<file path="config.mk">
export PLATFORM = sky130hd
export DESIGN_NAME = memory_stage
export DESIGN_NICKNAME = d
export VERILOG_FILES = /design/src/rtl/memory_stage.sv
export SDC_FILE = /design/constraint.sdc
export NUM_CORES = 1
export LEC_CHECK = 0
export BUFFER_PORTS_ARGS = -buffer_cell sky130_fd_sc_hd__buf_2
export CORE_ASPECT_RATIO = 1.25
export CORE_MARGIN = 2
export CORE_UTILIZATION = 36
export DETAILED_ROUTE_END_ITERATION = 10
export PLACE_DENSITY = 0.62
export SETUP_SLACK_MARGIN = 0.4
export SLEW_MARGIN = 20
export SYNTH_ARGS = -nofsm -noshare
export SYNTH_HDL_FRONTEND = slang
export SYNTH_SLANG_ARGS = --single-unit
export TNS_END_PERCENT = 1
</file>
<file path="constraint.sdc">
create_clock -name clk_i -period 4.8 [get_ports clk_i]
set_input_delay 0.24 -clock clk_i [delete_from_list [all_inputs] [get_ports clk_i]]
set_output_delay 0.24 -clock clk_i [all_outputs]
set_load 0.1 [all_outputs]
</file>
<file path="src/rtl/memory_stage.sv">
// Memory stage of the RV32I pipeline: bus handshake for loads/stores and registered writeback.
// Optional MISALIGN_TRAP_EN turns misaligned halfword/word accesses into traps instead of aligning.
module memory_stage (
  input  logic        clk_i,
  input  logic        rst_i,
  input  logic        execute_valid_i,
  input  logic [4:0]  execute_rd_i,
  input  logic        execute_rd_wr_en_i,
  input  logic [31:0] execute_rd_wr_data_i,
  input  logic        execute_is_load_i,
  input  logic        execute_is_store_i,
  input  logic [2:0]  execute_funct3_i,
  input  logic [31:0] execute_mem_addr_i,
  input  logic [31:0] execute_store_data_i,
  output logic        memory_stall_o,
  output logic        memory_clk_en_o,
  output logic        dmem_req_o,
  output logic        dmem_we_o,
  output logic [31:0] dmem_addr_o,
  output logic [31:0] dmem_wdata_o,
  output logic [3:0]  dmem_wstrb_o,
  input  logic        dmem_ack_i,
  input  logic [31:0] dmem_rdata_i,
  output logic        writeback_clk_en_o,
  output logic [4:0]  writeback_rd_o,
  output logic        writeback_rd_wr_en_o,
  output logic [31:0] writeback_rd_wr_data_o,
  output logic        memory_misaligned_o,
  output logic [31:0] memory_bad_addr_o
);

  typedef enum logic [0:0] {StIdle, StWait} state_e;

  state_e      state_q, state_d;

  // Instruction currently held by the stage
  logic        valid_q, valid_d;
  logic [4:0]  rd_q;
  logic        rd_wr_en_q;
  logic [31:0] alu_q;
  logic        is_load_q;
  logic        is_store_q;
  logic [2:0]  funct3_q;
  logic [1:0]  off_q;
  logic        mis_q;

  // Bus outputs
  logic        req_q, req_d;
  logic        we_q;
  logic [31:0] addr_q;
  logic [31:0] wdata_q;
  logic [3:0]  wstrb_q;

  // Writeback record
  logic        wb_en_q, wb_en_d;
  logic [4:0]  wb_rd_q, wb_rd_d;
  logic        wb_wr_en_q, wb_wr_en_d;
  logic [31:0] wb_data_q, wb_data_d;

  logic        stall;
  logic        capture;
  logic        mem_op;
  logic        mis_c;
  logic        issue;
  logic        retire_nm;
  logic        retire_mem;
  logic        retire;
  logic [1:0]  off_c;
  logic [31:0] wdata_c;
  logic [3:0]  wstrb_c;
  logic [31:0] shifted;
  logic [31:0] load_c;

  assign stall   = (state_q == StWait) && !dmem_ack_i;
  assign capture = execute_valid_i && !stall;
  assign mem_op  = execute_is_load_i || execute_is_store_i;

`ifdef MISALIGN_TRAP_EN
  assign mis_c = mem_op &&
                 ((((execute_funct3_i == 3'b001) ||
                    ((execute_funct3_i == 3'b101) && execute_is_load_i)) &&
                   execute_mem_addr_i[0]) ||
                  ((execute_funct3_i == 3'b010) && (execute_mem_addr_i[1:0] != 2'b00)));
`else
  assign mis_c = 1'b0;
`endif

  assign issue = capture && mem_op && !mis_c;

  // Byte offset is forced to natural alignment; misaligned cases never reach the bus when trapping
  always_comb begin
    off_c   = 2'b00;
    wdata_c = execute_store_data_i;
    wstrb_c = 4'b0000;
    case (execute_funct3_i[1:0])
      2'b00: begin
        off_c   = execute_mem_addr_i[1:0];
        wdata_c = {4{execute_store_data_i[7:0]}};
        wstrb_c = 4'b0001 << execute_mem_addr_i[1:0];
      end
      2'b01: begin
        off_c   = {execute_mem_addr_i[1], 1'b0};
        wdata_c = {2{execute_store_data_i[15:0]}};
        wstrb_c = 4'b0011 << {execute_mem_addr_i[1], 1'b0};
      end
      2'b10: begin
        wstrb_c = 4'b1111;
      end
      default: begin
        wstrb_c = 4'b0000;
      end
    endcase
  end

  assign shifted = dmem_rdata_i >> {off_q, 3'b000};

  always_comb begin
    load_c = 32'h0;
    case (funct3_q)
      3'b000:  load_c = {{24{shifted[7]}}, shifted[7:0]};
      3'b001:  load_c = {{16{shifted[15]}}, shifted[15:0]};
      3'b010:  load_c = shifted;
      3'b100:  load_c = {24'h0, shifted[7:0]};
      3'b101:  load_c = {16'h0, shifted[15:0]};
      default: load_c = 32'h0;
    endcase
  end

  // Non-memory (and trapped) instructions never enter WAIT, so they retire from IDLE
  assign retire_nm  = (state_q == StIdle) && valid_q;
  assign retire_mem = (state_q == StWait) && dmem_ack_i;
  assign retire     = retire_nm || retire_mem;

  always_comb begin
    state_d = state_q;
    case (state_q)
      StIdle:  state_d = issue ? StWait : StIdle;
      StWait:  state_d = (issue || stall) ? StWait : StIdle;
      default: state_d = StIdle;
    endcase
  end

  always_comb begin
    valid_d    = capture ? 1'b1 : (stall ? valid_q : 1'b0);
    req_d      = issue || stall;
    wb_en_d    = retire;
    wb_rd_d    = wb_rd_q;
    wb_wr_en_d = 1'b0;
    wb_data_d  = wb_data_q;
    if (retire) begin
      wb_rd_d    = rd_q;
      wb_wr_en_d = rd_wr_en_q && (rd_q != 5'd0) && !is_store_q && !mis_q;
      wb_data_d  = is_load_q ? load_c : alu_q;
    end
  end

  always_ff @(posedge clk_i) begin
    if (rst_i) begin
      state_q    <= StIdle;
      valid_q    <= 1'b0;
      rd_q       <= 5'd0;
      rd_wr_en_q <= 1'b0;
      alu_q      <= 32'h0;
      is_load_q  <= 1'b0;
      is_store_q <= 1'b0;
      funct3_q   <= 3'b000;
      off_q      <= 2'b00;
      mis_q      <= 1'b0;
      req_q      <= 1'b0;
      we_q       <= 1'b0;
      addr_q     <= 32'h0;
      wdata_q    <= 32'h0;
      wstrb_q    <= 4'b0000;
      wb_en_q    <= 1'b0;
      wb_rd_q    <= 5'd0;
      wb_wr_en_q <= 1'b0;
      wb_data_q  <= 32'h0;
    end else begin
      state_q    <= state_d;
      valid_q    <= valid_d;
      req_q      <= req_d;
      wb_en_q    <= wb_en_d;
      wb_rd_q    <= wb_rd_d;
      wb_wr_en_q <= wb_wr_en_d;
      wb_data_q  <= wb_data_d;
      if (capture) begin
        rd_q       <= execute_rd_i;
        rd_wr_en_q <= execute_rd_wr_en_i;
        alu_q      <= execute_rd_wr_data_i;
        is_load_q  <= execute_is_load_i;
        is_store_q <= execute_is_store_i;
        funct3_q   <= execute_funct3_i;
        off_q      <= off_c;
        mis_q      <= mis_c;
      end
      if (issue) begin
        we_q    <= execute_is_store_i;
        addr_q  <= {execute_mem_addr_i[31:2], 2'b00};
        wdata_q <= wdata_c;
        wstrb_q <= wstrb_c;
      end
    end
  end

`ifdef MISALIGN_TRAP_EN
  logic [31:0] bad_addr_q;
  logic        wb_mis_q;
  logic [31:0] wb_bad_addr_q;

  always_ff @(posedge clk_i) begin
    if (rst_i) begin
      bad_addr_q    <= 32'h0;
      wb_mis_q      <= 1'b0;
      wb_bad_addr_q <= 32'h0;
    end else begin
      if (capture) begin
        bad_addr_q <= execute_mem_addr_i;
      end
      wb_mis_q <= retire_nm && mis_q;
      if (retire) begin
        wb_bad_addr_q <= mis_q ? bad_addr_q : 32'h0;
      end
    end
  end

  assign memory_misaligned_o = wb_mis_q;
  assign memory_bad_addr_o   = wb_bad_addr_q;
`else
  assign memory_misaligned_o = 1'b0;
  assign memory_bad_addr_o   = 32'h0;
`endif

  assign memory_stall_o         = stall;
  assign memory_clk_en_o        = valid_q;
  assign dmem_req_o             = req_q;
  assign dmem_we_o              = we_q;
  assign dmem_addr_o            = addr_q;
  assign dmem_wdata_o           = wdata_q;
  assign dmem_wstrb_o           = wstrb_q;
  assign writeback_clk_en_o     = wb_en_q;
  assign writeback_rd_o         = wb_rd_q;
  assign writeback_rd_wr_en_o   = wb_wr_en_q;
  assign writeback_rd_wr_data_o = wb_data_q;

endmodule

</file>
==> results of run 1 <==
## power breakdown
group / total, mW / switching [mW] / internal (mW) / leakage, nW
combinational: 1.08 / 0.872 / 0.207 / 2.47
sequential: 1.42 / 0.0556 / 1.37 / 1.27
clock: 1.32 / 0.560 / 0.764 / 0.264
## area by class of cell
type                       instances  share of cell area [%]
sequential                       154                    34.6
timing repair buffer             258                    14.7
inverter                           3                   0.126
multi-input combinational        614                    40.4
tap                              265                    3.72
clock buffer                      17                    4.78
clock inverter                    13                    1.64
## flip-flops by register name, indices dropped and copies added, names as in the netlist, 3 cells and up
name and cells:
funct3_q 3, dmem_addr_o 30, rd_q 5, dmem_wstrb_o 4, writeback_rd_wr_data_o 32, dmem_wdata_o 32, alu_q 32, writeback_rd_o 5
## per-layer routing
layer  global-route usage, %  share of wire, %  vias up
met2                    34.3                50      250
met4                    8.36               2.3        6
met1                    24.5                41     3025
met5                       0              0.19        -
met3                    5.33               7.0       35
li1                        -                 -     3262
## worst paths after layout
path	startpoint	endpoint	slack, ns	cells after the start
max reg2reg	off_q[0]	writeback_rd_wr_data_o[16]	2.59	4
max	off_q[0]	writeback_rd_wr_data_o[16]	2.59	4
min reg2reg	is_store_q	writeback_rd_wr_en_o	0.42	1
min	execute_mem_addr_i[15]	dmem_addr_o[15]	0.05	3
## synthesized netlist by cell type (9+ instances only)
cell | count | area [µm²]
nor2_1 | 37 | 139
o21ai_0 | 17 | 85.1
clkbuf_1 | 43 | 161
nand2_1 | 215 | 807
mux2i_1 | 52 | 521
buf_2 | 13 | 65.1
a221oi_2 | 23 | 345
dfxtp_1 | 154 | 3080
o21bai_1 | 15 | 113
buf_4 | 37 | 278
a21oi_1 | 120 | 601
o2bb2ai_1 | 9 | 78.8
## critical path, delay by kind of cell (launching register included)
| family | cells | cell delay, ns |
|---|---|---|
| XOR/XNOR | 1 | 0.20 |
| AO/OA/AOI/OAI | 2 | 0.59 |
| AND/OR/NAND/NOR | 1 | 0.41 |
| flip-flops | 1 | 0.92 |
## cell families after synthesis
family                 share of synthesized area (%)
buffers and inverters                           8.34
AND/OR/NAND/NOR                                 16.2
other                                         0.0526
flip-flops                                      43.3
AO/OA/AOI/OAI                                   24.6
multiplexers                                    7.46
XOR/XNOR                                       0.123
## cells in the final DEF (no fill, tap or decap), types with 3 or more instances in the layout
master,n
a211oi_1,8
a311oi_1,8
conb_1,35
a21oi_1,120
nand2_1,215
a21boi_1,7
o2bb2ai_1,9
clkinvlp_4,5
a221oi_1,8
clkbuf_16,17
nor2_1,37
inv_6,3
dfxtp_1,153
nand2b_1,3
buf_4,8
mux2i_1,51
buf_2,250
o21ai_0,17
nand3_1,4
o31ai_2,8
o21a_1,8
a221oi_2,23
o21bai_1,15
nor3_1,8
==> results.sh, run 1 <==
export IMPL_status="completed"
export IMPL_yosysSeqAreaShare_pct=43.3
export IMPL_fin_util_pct=45.9
export IMPL_place_port_buffers=251
export IMPL_relSlewSlack_pct=40.5
export IMPL_instances_no_fill=1324
export IMPL_grt_pass1_vias=6198
export IMPL_viasPerCell=4.97
export IMPL_path_class="register to register"
export IMPL_clk_insertion_delay_late_ns=0.43
export IMPL_post_route_min_period_ns=2.21
export IMPL_synth_edff_count=0
export IMPL_wl_per_cell_um=16.2
export IMPL_synth_distinct_cells=50
export IMPL_ys_async_sr_fraction_pct=0
export IMPL_fmax_mhz=451
export IMPL_drt_iter0_drc=319
export IMPL_startpoint_type="register"
export IMPL_critical_path_cell_chain="xor2_1 -> a221o_1 -> nand3_2 -> a221oi_2"
export IMPL_grt_pass1_wl_um=33400
export IMPL_period_share_pct=46.1
export IMPL_rsz0062_at_grt="false"
export IMPL_core_area_mm2=0.0194
export IMPL_drc=0
export IMPL_ys_ff_latch=154
export IMPL_clockBufferDepth=2
export IMPL_cts_made_buffers=17
export IMPL_crit_required_ns=5.13
export IMPL_syn_inst=841
export IMPL_synth_ff_type="dfxtp_1"
export IMPL_finalMaxSlewViolations=0
export IMPL_synth_area_mm2=0.00712
export IMPL_cpPeakStageDelay_ns=0.92
export IMPL_fillers=1969
export IMPL_start_util_pct=36.7
export IMPL_worst_slack_ns=2.59
export IMPL_multiInputGateArea_mm2=0.00359
export IMPL_cts_setup_buffers=0
export IMPL_cts_repair_resized=0
export IMPL_crit_slowest_cell="dfxtp_2"
export IMPL_hold_ws_ns=0.0451
export IMPL_yosys_warnings=0
export IMPL_path_max_fanout=31
export IMPL_fp_dieArea_mm2=0.0209
export IMPL_pre_cts_ws_ns=2.59
export IMPL_worst_pin_slew_ns=0.893
export IMPL_postPlaceCellArea_mm2=0.00833
export IMPL_final_cell_area_mm2=0.00890
export IMPL_syn_area_per_cell_um2=8.47
export IMPL_seq_area_mm2=0.00308
export IMPL_hpwlAfterDp_um=15100
export IMPL_drv_cap=0
export IMPL_fp_row_count=57
export IMPL_drt_wl_total_um=21400
export IMPL_cts_sinks=154
export IMPL_worstSetupEndpointType="register"
export IMPL_io_pins=287
export IMPL_cts_root_buf="clkbuf_16"
export IMPL_cp_data_arrival_time_ns=2.54
export IMPL_ir_drop_v=0.000221
export IMPL_placed_cells=1294
export IMPL_fp_dieH_um=161
export IMPL_cts_tree="done"
export IMPL_areaGrowthSynthToFinish_pct=25.0
export IMPL_chipWidth_um=130
export IMPL_final_nets=1191
export IMPL_routabilityCongestion=0.848
export IMPL_powerDensity_mw_per_mm2=430
export IMPL_antenna_found_initial=3
export IMPL_clkTransAtPathRegs_ns=0.07
export IMPL_postRouteAntennaNets=0
export IMPL_holdCritPathClass="input port to register"
export IMPL_total_power_mw=3.82
export IMPL_finalHoldViolCount=0
export IMPL_via_count=6578
export IMPL_layout_drive_gt1_share_pct=31.4
export IMPL_setup_tns_ns=0
export IMPL_grt_max_degree=57
export IMPL_grt_use_total_pct=20.4
export IMPL_cts_hold_buf=0
export IMPL_setup_violations=0
export IMPL_fin_skew_ns=0.00797
export IMPL_cts_max_level=4
export IMPL_p_leak_nw=4.00
export IMPL_gr_total_overflow=0
export IMPL_drt_pass1_iterations=6
export IMPL_diodes=0
(Power assumes the default switching activity.)
==> inputs of run 2 (changes only) <==
==> constraint.sdc (replaced) <==
create_clock -name clk_i -period 2.2 [get_ports clk_i]
set_input_delay 0.11 -clock clk_i [delete_from_list [all_inputs] [get_ports clk_i]]
set_output_delay 0.11 -clock clk_i [all_outputs]
set_load 0.1 [all_outputs]
==> results.sh, run 2 (synthesis results as in run 1) <==
export IMPL_status="completed"
export IMPL_clkTransAtPathRegs_ns=0.06
export IMPL_drt_wl_total_um=22700
export IMPL_fin_skew_ns=0.00796
export IMPL_period_share_pct=81.4
export IMPL_grt_pass1_vias=6957
export IMPL_postRouteAntennaNets=0
export IMPL_pwr_share_comb_pct=29.2
export IMPL_gr_total_overflow=0
export IMPL_final_nets=1288
export IMPL_grt_use_total_pct=21.5
export IMPL_p_clk_share_pct=34.9
export IMPL_worst_pin_slew_ns=0.744
export IMPL_start_util_pct=36.7
export IMPL_path_class="register to register"
export IMPL_switching_share_pct=37.9
export IMPL_via_count=7023
export IMPL_drt_pass1_iterations=4
export IMPL_seq_power_share_pct=35.9
export IMPL_ir_drop_v=0.000489
export IMPL_viasPerCell=4.94
export IMPL_fillers=1927
export IMPL_crit_required_ns=2.54
export IMPL_finalHoldViolCount=0
export IMPL_worstSetupEndpointType="register"
export IMPL_pre_cts_ws_ns=0.226
export IMPL_cts_root_buf="clkbuf_16"
export IMPL_hpwlAfterDp_um=15700
export IMPL_setup_tns_ns=0
export IMPL_wl_per_cell_um=15.9
export IMPL_clk_insertion_delay_late_ns=0.42
export IMPL_grt_max_degree=83
export IMPL_place_port_buffers=251
export IMPL_cts_sinks=154
export IMPL_drc=0
export IMPL_use_met1_pct=25.9
export IMPL_p_leak_nw=4.45
export IMPL_powerDensity_mw_per_mm2=867
export IMPL_path_max_fanout=14
export IMPL_rrSetupSlack_ns=0.41
export IMPL_core_area_mm2=0.0194
export IMPL_cts_max_level=4
export IMPL_chipWidth_um=130
export IMPL_cp_data_arrival_time_ns=2.13
export IMPL_final_cell_area_mm2=0.00995
export IMPL_final_common_cell="buf_2"
export IMPL_post_route_min_period_ns=1.79
export IMPL_p_int_mw=5.36
export IMPL_rsz0062_at_grt="true"
export IMPL_setup_violations=0
export IMPL_layout_drive_gt1_share_pct=29.8
export IMPL_io_pins=287
export IMPL_diodes=0
export IMPL_postPlaceCellArea_mm2=0.00844
export IMPL_cts_made_buffers=17
export IMPL_seq_area_mm2=0.00309
export IMPL_clockBufferDepth=2
export IMPL_routabilityCongestion=0.856
export IMPL_hold_ws_ns=0.0230
export IMPL_top_usage_layer="met2"
export IMPL_fp_dieArea_mm2=0.0209
export IMPL_worst_slack_ns=0.410
export IMPL_relSlewSlack_pct=50.2
export IMPL_grt_use_met2_pct=36.6
export IMPL_finalMaxSlewViolations=0
export IMPL_areaGrowthSynthToFinish_pct=39.7
export IMPL_fp_row_count=57
export IMPL_fmax_mhz=559
export IMPL_multiInputGateArea_mm2=0.00360
export IMPL_use_met3_pct=5.00
export IMPL_fp_dieH_um=161
export IMPL_drt_iter0_drc=355
export IMPL_cts_tree="done"
export IMPL_antenna_found_initial=0
export IMPL_holdCritPathClass="input port to register"
export IMPL_mostFrequentLayoutCells="buf_2 (250), nand2_1 (215), dfxtp_1 (152)"
export IMPL_grt_pass1_wl_um=35500
export IMPL_drv_cap=0
export IMPL_p_sw_mw=3.27
export IMPL_fin_util_pct=51.3
export IMPL_startpoint_type="register"
[run 2: what timing repair did]
item                       4_1_cts  5_1_grt
hold buffers                    87        0
hold endpoints to repair        88        0
gates resized for setup          2        1
setup endpoints to repair       16       34
setup buffers                    0        1
[run 2: metrics by stage]
stage,total power [mW],cells
detailed placement,5.55,1303
finish,8.63,1423
global placement,5.54,1303
CTS,8.71,1422
global route,8.99,1423
floorplan,5.11,875
[run 2: critical path: stages (launching register included)]
cell       delay [ns]
dfxtp_1          0.66
nor2b_1          0.52
o2bb2ai_1        0.21
a221oi_2         0.10
o31ai_2          0.22
[run 2: final timing paths]
kind                                             from  cells after the start                          to
worst max register to register               off_q[1]                      4  writeback_rd_wr_data_o[15]
worst min-delay path            execute_mem_addr_i[1]                      3                    off_q[1]
worst min register to register             is_store_q                      1        writeback_rd_wr_en_o
worst max-delay path                         off_q[1]                      4  writeback_rd_wr_data_o[15]
[run 2: cell type report]
| cell class | count | area share, % |
|---|---|---|
| multi-input cells | 614 | 36.2 |
| flip-flops and latches | 154 | 31.0 |
| repair buffers | 355 | 23.3 |
| clock buffers | 19 | 4.35 |
| well taps | 265 | 3.33 |
| clock inverters | 13 | 1.68 |
| inverters | 3 | 0.113 |
[run 2: per-layer routing]
| metal | up-vias | wire length, µm |
|---|---|---|
| li1 | 3466 | - |
| met1 | 3278 | 9470 |
| met2 | 238 | 11300 |
| met3 | 41 | 1150 |
| met4 | 0 | 700 |
| met5 | - | 0 |
[run 2: power by group through the flow]
stage	Sequential, mW	Combinational [mW]	Clock (mW)
2_1_floorplan	4.15	0.960	0
3_3_place_gp	3.16	2.38	0
3_5_place_dp	3.16	2.39	0
4_1_cts	3.10	2.51	3.09
5_1_grt	3.12	2.66	3.22
6_report	3.10	2.52	3.01
==> inputs of run 3 (changes only) <==
==> constraint.sdc (replaced) <==
create_clock -name clk_i -period 1.7 [get_ports clk_i]
set_input_delay 0.085 -clock clk_i [delete_from_list [all_inputs] [get_ports clk_i]]
set_output_delay 0.085 -clock clk_i [all_outputs]
set_load 0.1 [all_outputs]
==> results.sh, run 3 (synthesis results as in run 1) <==
export IMPL_cts_tree="done"
export IMPL_cts_sinks=154
export IMPL_viasPerCell=4.96
export IMPL_status="completed"
export IMPL_drt_wl_total_um=24400
export IMPL_routabilityCongestion=0.872
export IMPL_holdPathStages=3
export IMPL_cts_root_buf="clkbuf_16"
export IMPL_mostFrequentLayoutCells="buf_2 (249), nand2_1 (215), dfxtp_1 (147)"
export IMPL_fin_skew_ns=0.0127
export IMPL_worst_pin_slew_ns=0.543
export IMPL_drv_cap=0
export IMPL_chipWidth_um=130
export IMPL_grt_use_total_pct=22.8
export IMPL_grt_pass1_vias=7088
export IMPL_critical_path_depth=4
export IMPL_postRouteAntennaNets=0
export IMPL_core_area_mm2=0.0194
export IMPL_rsz0062_at_grt="true"
export IMPL_cp_data_arrival_time_ns=1.89
export IMPL_cp_buffers_inverters=1
export IMPL_pwr_share_comb_pct=30.8
export IMPL_grt_use_met2_pct=40.9
export IMPL_path_delay_family="simple AND/OR/NAND/NOR gates"
export IMPL_drt_pass1_iterations=4
export IMPL_final_common_cell="buf_2"
export IMPL_p_clk_share_pct=33.3
export IMPL_final_cell_area_mm2=0.0104
export IMPL_final_nets=1326
export IMPL_fmax_mhz=650
export IMPL_seq_power_share_pct=35.9
export IMPL_fp_dieH_um=161
export IMPL_total_power_mw=11.2
export IMPL_clkTransAtPathRegs_ns=0.07
export IMPL_instances_no_fill=1461
export IMPL_path_max_fanout=4
export IMPL_start_util_pct=36.7
export IMPL_grt_max_degree=69
export IMPL_critical_path_cell_chain="buf_4 -> or4b_4 -> o21a_1 -> a221oi_2"
export IMPL_diodes=0
export IMPL_holdCritPathClass="input port to register"
export IMPL_use_met1_pct=25.6
export IMPL_postPlaceCellArea_mm2=0.00869
export IMPL_via_count=7250
export IMPL_post_route_min_period_ns=1.54
export IMPL_gr_total_overflow=0
export IMPL_drc=0
export IMPL_setup_violations=0
export IMPL_p_sw_mw=4.39
export IMPL_top_usage_layer="met2"
export IMPL_startpoint_type="register"
export IMPL_cpPeakStageDelay_ns=0.55
export IMPL_cts_made_buffers=17
export IMPL_switching_share_pct=39.3
export IMPL_crit_required_ns=2.05
export IMPL_cts_max_level=4
export IMPL_finalHoldViolCount=0
export IMPL_period_share_pct=90.5
export IMPL_p_int_mw=6.79
export IMPL_p_leak_nw=4.68
export IMPL_placed_cells=1326
export IMPL_antenna_found_initial=0
export IMPL_wl_per_cell_um=16.7
export IMPL_areaGrowthSynthToFinish_pct=46.2
export IMPL_setup_tns_ns=0
export IMPL_grt_pass1_wl_um=37300
export IMPL_fp_dieArea_mm2=0.0209
export IMPL_path_class="register to register"
export IMPL_place_port_buffers=251
export IMPL_hpwlAfterDp_um=16700
export IMPL_r2r_cells=4
export IMPL_clockBufferDepth=2
export IMPL_crit_slowest_cell="or4b_4"
export IMPL_io_pins=287
export IMPL_ir_drop_v=0.000652
export IMPL_hold_ws_ns=0.0118
export IMPL_worstSetupEndpointType="register"
export IMPL_layout_drive_gt1_share_pct=32.8
export IMPL_use_met3_pct=4.90
export IMPL_drt_iter0_drc=282
export IMPL_fp_row_count=57
export IMPL_powerDensity_mw_per_mm2=1070
export IMPL_relSlewSlack_pct=64.1
export IMPL_clk_insertion_delay_late_ns=0.43
export IMPL_finalMaxSlewViolations=0
-- run 3: cell types whose count changed in the layout (fill, tap and decap cells not counted), moves of 3 or more --
| cell | previous run | this run |
|---|---|---|
| dlygate4sd3_1 | 87 | 92 |
| dfxtp_4 | 1 | 6 |
| mux2i_1 | 51 | 48 |
| dfxtp_1 | 152 | 147 |
| mux2i_2 | 0 | 3 |
| buf_12 | 5 | 10 |
| buf_4 | 13 | 35 |
-- run 3: worst paths after layout --
path / startpoint / to / slack, ns
setup reg to reg: funct3_q[2] / writeback_rd_wr_data_o[21] / 0.16
hold reg to reg: is_store_q / writeback_rd_wr_en_o / 0.43
setup / recovery: funct3_q[2] / writeback_rd_wr_data_o[21] / 0.16
hold / removal: execute_mem_addr_i[1] / off_q[1] / 0.01
-- run 3: layout make-up --
type / instances / area (µm²)
clock buffer: 19 / 433
clock inverter: 13 / 135
tap: 265 / 332
multi-input combinational: 615 / 3660
inverter: 3 / 13.8
fill: 1887 / 8980
sequential: 154 / 3110
timing repair buffer: 392 / 2730
-- run 3: power by group through the flow --
stage,Combinational [mW],Sequential [mW],Clock [mW]
3_3_place_gp,3.18,4.08,0
6_report,3.45,4.01,3.72
2_1_floorplan,1.24,5.37,0
4_1_cts,3.39,4.01,3.80
3_5_place_dp,3.19,4.09,0
5_1_grt,3.62,4.04,3.94
-- run 3: layer usage --
| metal | up-vias | wire length (µm) | part of all wire (%) |
|---|---|---|---|
| li1 | 3546 | - | - |
| met1 | 3377 | 9630 | 40 |
| met2 | 281 | 12700 | 52 |
| met3 | 46 | 1340 | 5.5 |
| met4 | 0 | 737 | 3.0 |
| met5 | - | 0 | 0 |
-- run 3: through the flow --
| stage | util, % | setup WS (ns) |
|---|---|---|
| after detailed placement | 44.8 | 0.0783 |
| after CTS | 53.0 | 0.147 |
| final | 53.7 | 0.161 |
| after global placement | 44.8 | 0.0944 |
| after global routing | 53.7 | 0.0896 |
| after floorplan | - | 0.190 |
-- run 3: what timing repair did --
item | in CTS | in global routing
hold buffers | 92 | 0
endpoints found under the setup margin | 187 | 243
setup buffers | 4 | 4
hold endpoints to repair | 93 | 0
gates resized for setup | 15 | 18
gates cloned | 1 | 2
pin swaps | 5 | 7
-- run 3: tightest hold or removal path, stage by stage --
cell and delay [ns]:
buf_2 0.13, nand3b_1 0.10, a21oi_1 0.07
